==> config.mk <==
export PLATFORM = sky130hd
export DESIGN_NAME = pwm_duty_decoder
export DESIGN_NICKNAME = d
export VERILOG_FILES = /design/src/rtl/pwm_duty_decoder.sv
export SDC_FILE = /design/constraint.sdc
export NUM_CORES = 1
export LEC_CHECK = 0
export ABC_AREA = 1
export CAP_MARGIN = 20
export CORE_MARGIN = 2
export CORE_UTILIZATION = 50
export CTS_CLUSTER_SIZE = 16
export DETAILED_ROUTE_END_ITERATION = 10
export PLACE_DENSITY = 0.81
export RECOVER_POWER = 25
export SLEW_MARGIN = 20
export SYNTH_ARGS = -nofsm -noshare
export SYNTH_HDL_FRONTEND = slang
export SYNTH_SLANG_ARGS = --single-unit
==> constraint.sdc <==
create_clock -name CLK -period 6 [get_ports CLK]
set_input_delay 1.2 -clock CLK [delete_from_list [all_inputs] [get_ports CLK]]
set_output_delay 1.2 -clock CLK [all_outputs]
set_load 0.03 [all_outputs]
==> src/rtl/pwm_duty_decoder.sv <==
// rtl/pwm_duty_decoder.sv - PWM period/high-time measurement with normalised duty code
module pwm_duty_decoder #(
    parameter int DC_WIDTH  = 8,
    parameter int CNT_WIDTH = 16
) (
    input  logic                 CLK,
    input  logic                 RESET,
    input  logic                 PWM_IN,
    output logic [DC_WIDTH-1:0]  DUTY_OUT,
    output logic [CNT_WIDTH-1:0] HIGH_CNT,
    output logic [CNT_WIDTH-1:0] PERIOD_CNT,
    output logic                 VALID,
    output logic                 TIMEOUT,
    output logic                 OVERRUN
);

    localparam logic [CNT_WIDTH-1:0] CNT_MAX   = {CNT_WIDTH{1'b1}};
    localparam logic [CNT_WIDTH-1:0] CNT_ONE   = CNT_WIDTH'(1);
    localparam int                   STEP_W    = $clog2(DC_WIDTH + 1);
    localparam logic [STEP_W-1:0]    STEP_LOAD = STEP_W'(DC_WIDTH);
    localparam logic [STEP_W-1:0]    STEP_LAST = STEP_W'(1);

    typedef enum logic {
        IDLE,
        MEASURE
    } state_t;

    state_t               state;
    logic                 s1;
    logic                 s2;
    logic                 s3;
    logic                 rise;
    logic [CNT_WIDTH-1:0] per_cnt;
    logic [CNT_WIDTH-1:0] hi_cnt;

    // Divider state: remainder stays below the divisor, so CNT_WIDTH bits suffice
    logic                 div_busy;
    logic                 div_sat;
    logic [CNT_WIDTH-1:0] div_rem;
    logic [CNT_WIDTH-1:0] div_den;
    logic [DC_WIDTH-1:0]  div_quo;
    logic [STEP_W-1:0]    div_step;

    logic [CNT_WIDTH:0]   rem_shift;
    logic                 rem_ge;
    logic [CNT_WIDTH-1:0] rem_next;
    logic [DC_WIDTH-1:0]  quo_next;

    assign rise = s2 & ~s3;

    // Two-flop synchroniser plus one delay stage for edge detection
    always_ff @(posedge CLK or negedge RESET) begin
        if (!RESET) begin
            s1 <= 1'b0;
            s2 <= 1'b0;
            s3 <= 1'b0;
        end else begin
            s1 <= PWM_IN;
            s2 <= s1;
            s3 <= s2;
        end
    end

    // One restoring step: quotient bits are produced MSB first, bit index = div_step-1
    always_comb begin
        rem_shift = {div_rem, 1'b0};
        rem_ge    = (rem_shift >= {1'b0, div_den});
        rem_next  = rem_ge ? (rem_shift[CNT_WIDTH-1:0] - div_den) : rem_shift[CNT_WIDTH-1:0];
        quo_next  = div_quo;
        for (int i = 0; i < DC_WIDTH; i++) begin
            if (STEP_W'(i) == (div_step - STEP_LAST)) begin
                quo_next[i] = rem_ge;
            end
        end
    end

    // Measurement FSM, capture registers, divider sequencing and timeout handling
    always_ff @(posedge CLK or negedge RESET) begin
        if (!RESET) begin
            state      <= IDLE;
            per_cnt    <= '0;
            hi_cnt     <= '0;
            div_busy   <= 1'b0;
            div_sat    <= 1'b0;
            div_rem    <= '0;
            div_den    <= '0;
            div_quo    <= '0;
            div_step   <= '0;
            DUTY_OUT   <= '0;
            HIGH_CNT   <= '0;
            PERIOD_CNT <= '0;
            VALID      <= 1'b0;
            TIMEOUT    <= 1'b0;
            OVERRUN    <= 1'b0;
        end else begin
            VALID   <= 1'b0;
            OVERRUN <= 1'b0;

            if (div_busy) begin
                div_rem  <= rem_next;
                div_quo  <= quo_next;
                div_step <= div_step - STEP_LAST;
                if (div_step == STEP_LAST) begin
                    div_busy <= 1'b0;
                    DUTY_OUT <= div_sat ? {DC_WIDTH{1'b1}} : quo_next;
                    VALID    <= 1'b1;
                end
            end

            case (state)
                IDLE: begin
                    if (rise) begin
                        per_cnt <= CNT_ONE;
                        hi_cnt  <= CNT_ONE;
                        state   <= MEASURE;
                    end
                end
                MEASURE: begin
                    if (rise) begin
                        per_cnt <= CNT_ONE;
                        hi_cnt  <= CNT_ONE;
                        if (!div_busy) begin
                            PERIOD_CNT <= per_cnt;
                            HIGH_CNT   <= hi_cnt;
                            TIMEOUT    <= 1'b0;
                            div_busy   <= 1'b1;
                            div_step   <= STEP_LOAD;
                            div_quo    <= '0;
                            div_den    <= per_cnt;
                            div_sat    <= (hi_cnt >= per_cnt);
                            div_rem    <= (hi_cnt >= per_cnt) ? '0 : hi_cnt;
                        end else begin
                            OVERRUN <= 1'b1;
                        end
                    end else if (per_cnt == CNT_MAX) begin
                        // Line stuck: report the held level as 0% or 100% and drop any divide
                        TIMEOUT    <= 1'b1;
                        HIGH_CNT   <= '0;
                        PERIOD_CNT <= '0;
                        DUTY_OUT   <= s2 ? {DC_WIDTH{1'b1}} : '0;
                        VALID      <= 1'b1;
                        div_busy   <= 1'b0;
                        state      <= IDLE;
                    end else begin
                        per_cnt <= per_cnt + CNT_ONE;
                        hi_cnt  <= hi_cnt + CNT_WIDTH'(s2);
                    end
                end
                default: state <= IDLE;
            endcase
        end
    end

endmodule

* Word level (Yosys, flattened, before mapping)
Index checks and enable logic that the tools add are counted.
Cells by class: add/sub/neg operators 4, order comparisons 2, equal/unequal tests 12, mux-type cells 62, bitwise gates (word level) 4, reduce and logical (&&, ||, !) cells 5
Operators with widths (number):
- $mux 16 | 16
- $mux 8 | 11
- $pmux 16 s2 | 2
- $mux 1 | 28
- $ge 17x16->1 | 1
- $add 16x1->16 | 1
- $add 16x1->16 const B | 1
- $eq 16x16->1 const B | 1
- $eq 3x4->1 const A | 4
- $ge 16x16->1 | 1
- $mux 4 | 4
- $sub 16x16->16 | 1
- $eq 2x4->1 const A | 2
- $reduce_and 3->1 | 2
- $eq 1x4->1 const A | 1
- $eq 4x1->1 const B | 1
- $logic_not 4->1 | 1
- $ne 2x2->1 const B | 2
- $sub 4x1->4 const B | 1
- $ne 3x3->1 const B | 1
- $not 1->1 | 3
- $pmux 1 s2 | 1
- $reduce_and 2->1 | 1
- $reduce_bool 2->1 | 1
- $and 1x1->1 | 1
Storage, ports and cells: flip-flop bits (word level) 125

* Depth between registers and ports, before layout
depth after elaboration 9, gate-level depth with buffers 15, gate-level depth less buffers 14

* Worst setup path before layout
OpenSTA, ideal clock, no wires.
path kind register to register, start point register per_cnt[13], end point register div_rem[13], arrival time 1.837 ns, required time 5.935 ns, path slack 4.098 ns, stages on the path, launching flop included 13, path buffers 1, period minus slack after synthesis 1.902 ns, cells stage by stage dfrtp_1 -> inv_1 -> ha_1 -> nand2_1 -> inv_1 -> o21ai_0 -> nand2_1 -> nor2_1 -> buf_2 -> nand4_1 -> nand2_1 -> inv_1 -> nand2_1
Between the ends: word-level cells in the longest chain between the ends 5
Ends and longest elaborated chain:
- start: declaration | RTL line 33 | logic [CNT_WIDTH-1:0] per_cnt;
- start signal: assignment | RTL line 145 | per_cnt <= per_cnt + CNT_ONE;
- $ge 16x16->1 | RTL line 131 | div_rem <= (hi_cnt >= per_cnt) ? '0 : hi_cnt;
- $mux 16 | RTL line 131
- $mux 16 | RTL line 122 | if (!div_busy) begin
- $mux 16 | RTL line 119 | if (rise) begin
- $mux 16 | RTL line 110 | case (state)
- end signal: assignment | RTL line 100 | div_rem <= rem_next;
- end signal: assignment | RTL line 131
- end: declaration | RTL line 39 | logic [CNT_WIDTH-1:0] div_rem;
No other way between the ends. A chain may end at the register's enable or synchronous reset.

* Worst setup path after layout
start point register div_busy, end point register div_den[4]
Between the ends: word-level cells in the longest chain between the ends 2
Ends and longest elaborated chain:
- start: declaration | RTL line 37 | logic div_busy;
- start signal: assignment | RTL line 83 | div_busy <= 1'b0;
- start signal: assignment | RTL line 104 | div_busy <= 1'b0;
- start signal: assignment | RTL line 126 | div_busy <= 1'b1;
- $not 1->1 (no source line)
- $reduce_and 3->1 (no source line)
- end signal: assignment | RTL line 129 | div_den <= per_cnt;
- end: declaration | RTL line 40 | logic [CNT_WIDTH-1:0] div_den;
No other way between the ends.

==> run_results.csv <==
group,metric,value,unit
power,cellLeakagePower,4.25,nW
route,drt_iter0_markers,662,
synth,yosys-top-cells-area,"dfrtp_1 (42%), nand2_1 (12%), ha_1 (7.0%)",
cells_and_area,n_antenna_cell,0,
critical_path,crit_required,6.29,ns
placed_design,placement.io_buffers,45,
route,via_per_inst,5.55,
clock_network,cts-root-buf,"clkbuf_16",
route,dr.pass1.iters,7,
clock_network,cts_tree,"built",
timing,setup_viol,0,
power,power_density,488,nW/um2
cells_and_area,num-nets-final,1058,
clock_network,clkTransAtPathRegs,0.06,ns
synth,netlist_area,7480,um2
min_path,hold_path.startpoint,"s1$_DFF_PN0_",
placed_design,place_inst,1177,
clock_network,htreeDepth,4,
cells_and_area,final_layout_size_suffix_gt1_frac,0.0683,
grt,grt_overflow,0,
timing,clock.fmax,362,MHz
power,swShare,0.428,
critical_path,endpoint_kind,"flip-flop",
route,drc,0,
floorplan,ios,46,
critical_path,cp_max_fo,57,
clock_network,ctsHoldBuffers,0,
synth,yosysTopAreaCell,"dfrtp_1",
timing,relSlewSlack,0.268,
placed_design,dp_slack,3.30,ns
synth,yosys_warnings,0,
placed_design,hpwl,13800,um
power,seq_power_share,0.293,
cells_and_area,final_cell_area,8620,um2
timing,period_share,0.461,
clock_network,clock_latency,0.42,ns
synth,synth_async_sr_flop_share,1.00,
synth,avgSynthCellArea,7.67,um2
route,num_vias,6713,
route,ant_nets,0,
synth,ys_ff_latch,125,
job,maxCapViolations,0,
synth,ys_types,45,
critical_path,startpoint,"div_busy$_DFF_PN0_",
timing,tns,0,ns
synth,synth_cells,975,
synth,yosysSeqAreaShare,0.418,
timing,fin_crit,2.77,ns
critical_path,r2r-start,"div_busy$_DFF_PN0_",
placed_design,placed_area,7990,um2
outcome,status,"completed",
cells_and_area,syn_to_final_growth,15.3,%
power,pwr-share-comb,0.444,
grt,antenna_found_initial,1,
grt,first_global_vias,6392,
floorplan,die_w,126,um
route,wire_per_inst,16.1,um
grt,grt_pass1_wl,32400,um
clock_network,cts.sinks,125,
timing,rsz0062_at_grt,"no",
placed_design,finalWeightedCongestion,0.953,
power,switchingPower,0.00180,W
timing,drv_slew,0,
critical_path,worstSetupPathType,"reg -> reg",
synth,synth_most_common_cell,"nand2_1",
floorplan,num_rows,44,
timing,timing.hold.ws,0.365,ns
timing,hold_violations,0,
critical_path,start_kind,"flip-flop",
synth,netlist.area_leader.share,0.418,
floorplan,die_y,126,um
min_path,hp-class,"reg -> reg",
synth,yosys-top-cells-count,"nand2_1 (244), inv_1 (139), dfrtp_1 (125), nand3_1 (73), nor2_1 (72)",
timing,fin_skew,0.00828,ns
grt,globalRouteTotalUtil,0.256,
floorplan,coreArea,14600,um2
synth,synth_edf_count,0,
power,peakVddDrop,194,uV
clock_network,cts_setup_buffers,0,
route,drt_wl_total,19500,um
clock_network,clock_path_buffers,2,
timing,setup_slack,3.23,ns
grt,grt_max_degree,73,
clock_network,cts_buffers,17,
synth,synth_nets,1021,
power,clkPwrFrac,0.263,
clock_network,post_cts_resized,0,
synth,ys.flop_type,"dfrtp_1",
cells_and_area,final_cell_count_no_fill,1209,
floorplan,dieArea,16000,um2
critical_path,worst-endpoint-arrival,3.05,ns
power,internal_power,0.00241,W
floorplan,start_util,0.513,
timing,tightest_slew,1.09,ns
==> critical path, cell delays in order (launching register included) <==
cell,delay [ns]
dfrtp_1,0.72
inv_2,0.30
nand2_2,0.45
buf_4,0.52
inv_1,0.34
nand2_1,0.18
o21ai_0,0.10
==> cell families (layout without fill, tap and decap cells) <==
kind of cell | after synthesis | in the layout | synth area share
simple gates | 467 | 467 | 0.280
fa+ha+maj | 43 | 43 | 0.0729
flops | 125 | 125 | 0.418
compound gates | 150 | 150 | 0.114
buf+inv | 176 | 226 | 0.0988
xor+xnor | 14 | 14 | 0.0164
==> routing by layer <==
layer / vias up / routed length [um] / GRT usage
li1: 3249 / - / -
met1: 3152 / 8640 / 0.361
met2: 267 / 9070 / 0.398
met3: 43 / 1250 / 0.0477
met4: 2 / 480 / 0.0905
met5: - / 12 / 0
==> path summary, 6_finish.rpt <==
kind                                     endpoint  depth (start not counted)  slack [ns]
setup reg to reg           div_den[4]$_DFFE_PN0P_                          6        3.23
min in group asynchronous    div_quo[4]$_DFF_PN0_                          1        0.89
max in group asynchronous    div_rem[8]$_DFF_PN0_                          2        3.87
setup / recovery           div_den[4]$_DFFE_PN0P_                          6        3.23
hold / removal                       s2$_DFF_PN0_                          0        0.36
hold reg to reg                      s2$_DFF_PN0_                          0        0.36
==> placed cells by master, fill, tap and decap left out, drive strengths merged, types with 5 or more instances in the layout <==
master	Yosys	final
clkbuf	11	17
nand2	251	251
a21oi	48	48
xor2	7	7
dfrtp	125	125
o21ai	68	68
nor2	84	84
o22ai	5	5
nand4	31	31
nand3b	8	8
xnor2	7	7
or2	5	5
a31o	16	16
nand3	76	76
nor3	9	9
inv	146	151
ha	42	42
clkdlybuf4s50	0	43
==> cell type report <==
class / instances / area, um2
fillers: 1226 / 5960
multi-input cells: 674 / 3610
flip-flops and latches: 125 / 3130
inverters: 146 / 548
repair buffers: 48 / 470
clock buffers: 17 / 425
well taps: 184 / 230
clock inverters: 15 / 210
==> registers in the layout (all words and copies together), names as in the netlist <==
| name | flops |
|---|---|
| HIGH_CNT | 16 |
| PERIOD_CNT | 16 |
| div_den | 16 |
| div_rem | 16 |
| hi_cnt | 16 |
| per_cnt | 16 |
| DUTY_OUT | 8 |
| div_quo | 8 |
| div_step | 4 |
| OVERRUN | 1 |
| TIMEOUT | 1 |
| VALID | 1 |
| div_busy | 1 |
| div_sat | 1 |
| s1 | 1 |
| s2 | 1 |
| s3 | 1 |
| state | 1 |
==> metrics by stage <==
step / power (W) / utilization
floorplan: 0.00257 / -
global placement: 0.00301 / 0.548
detailed placement: 0.00305 / 0.548
CTS: 0.00418 / 0.591
global route: 0.00452 / 0.591
finish: 0.00421 / 0.591
==> power groups by stage <==
stage          combinational, W  clock [W]  sequential, W
6_report                0.00187    0.00111        0.00123
4_1_cts                 0.00185    0.00111        0.00122
3_5_place_dp            0.00181          0        0.00123
2_1_floorplan           0.00130          0        0.00127
3_3_place_gp            0.00178          0        0.00123
5_1_grt                 0.00211    0.00115        0.00125
Power figures use the tool's default switching activity.
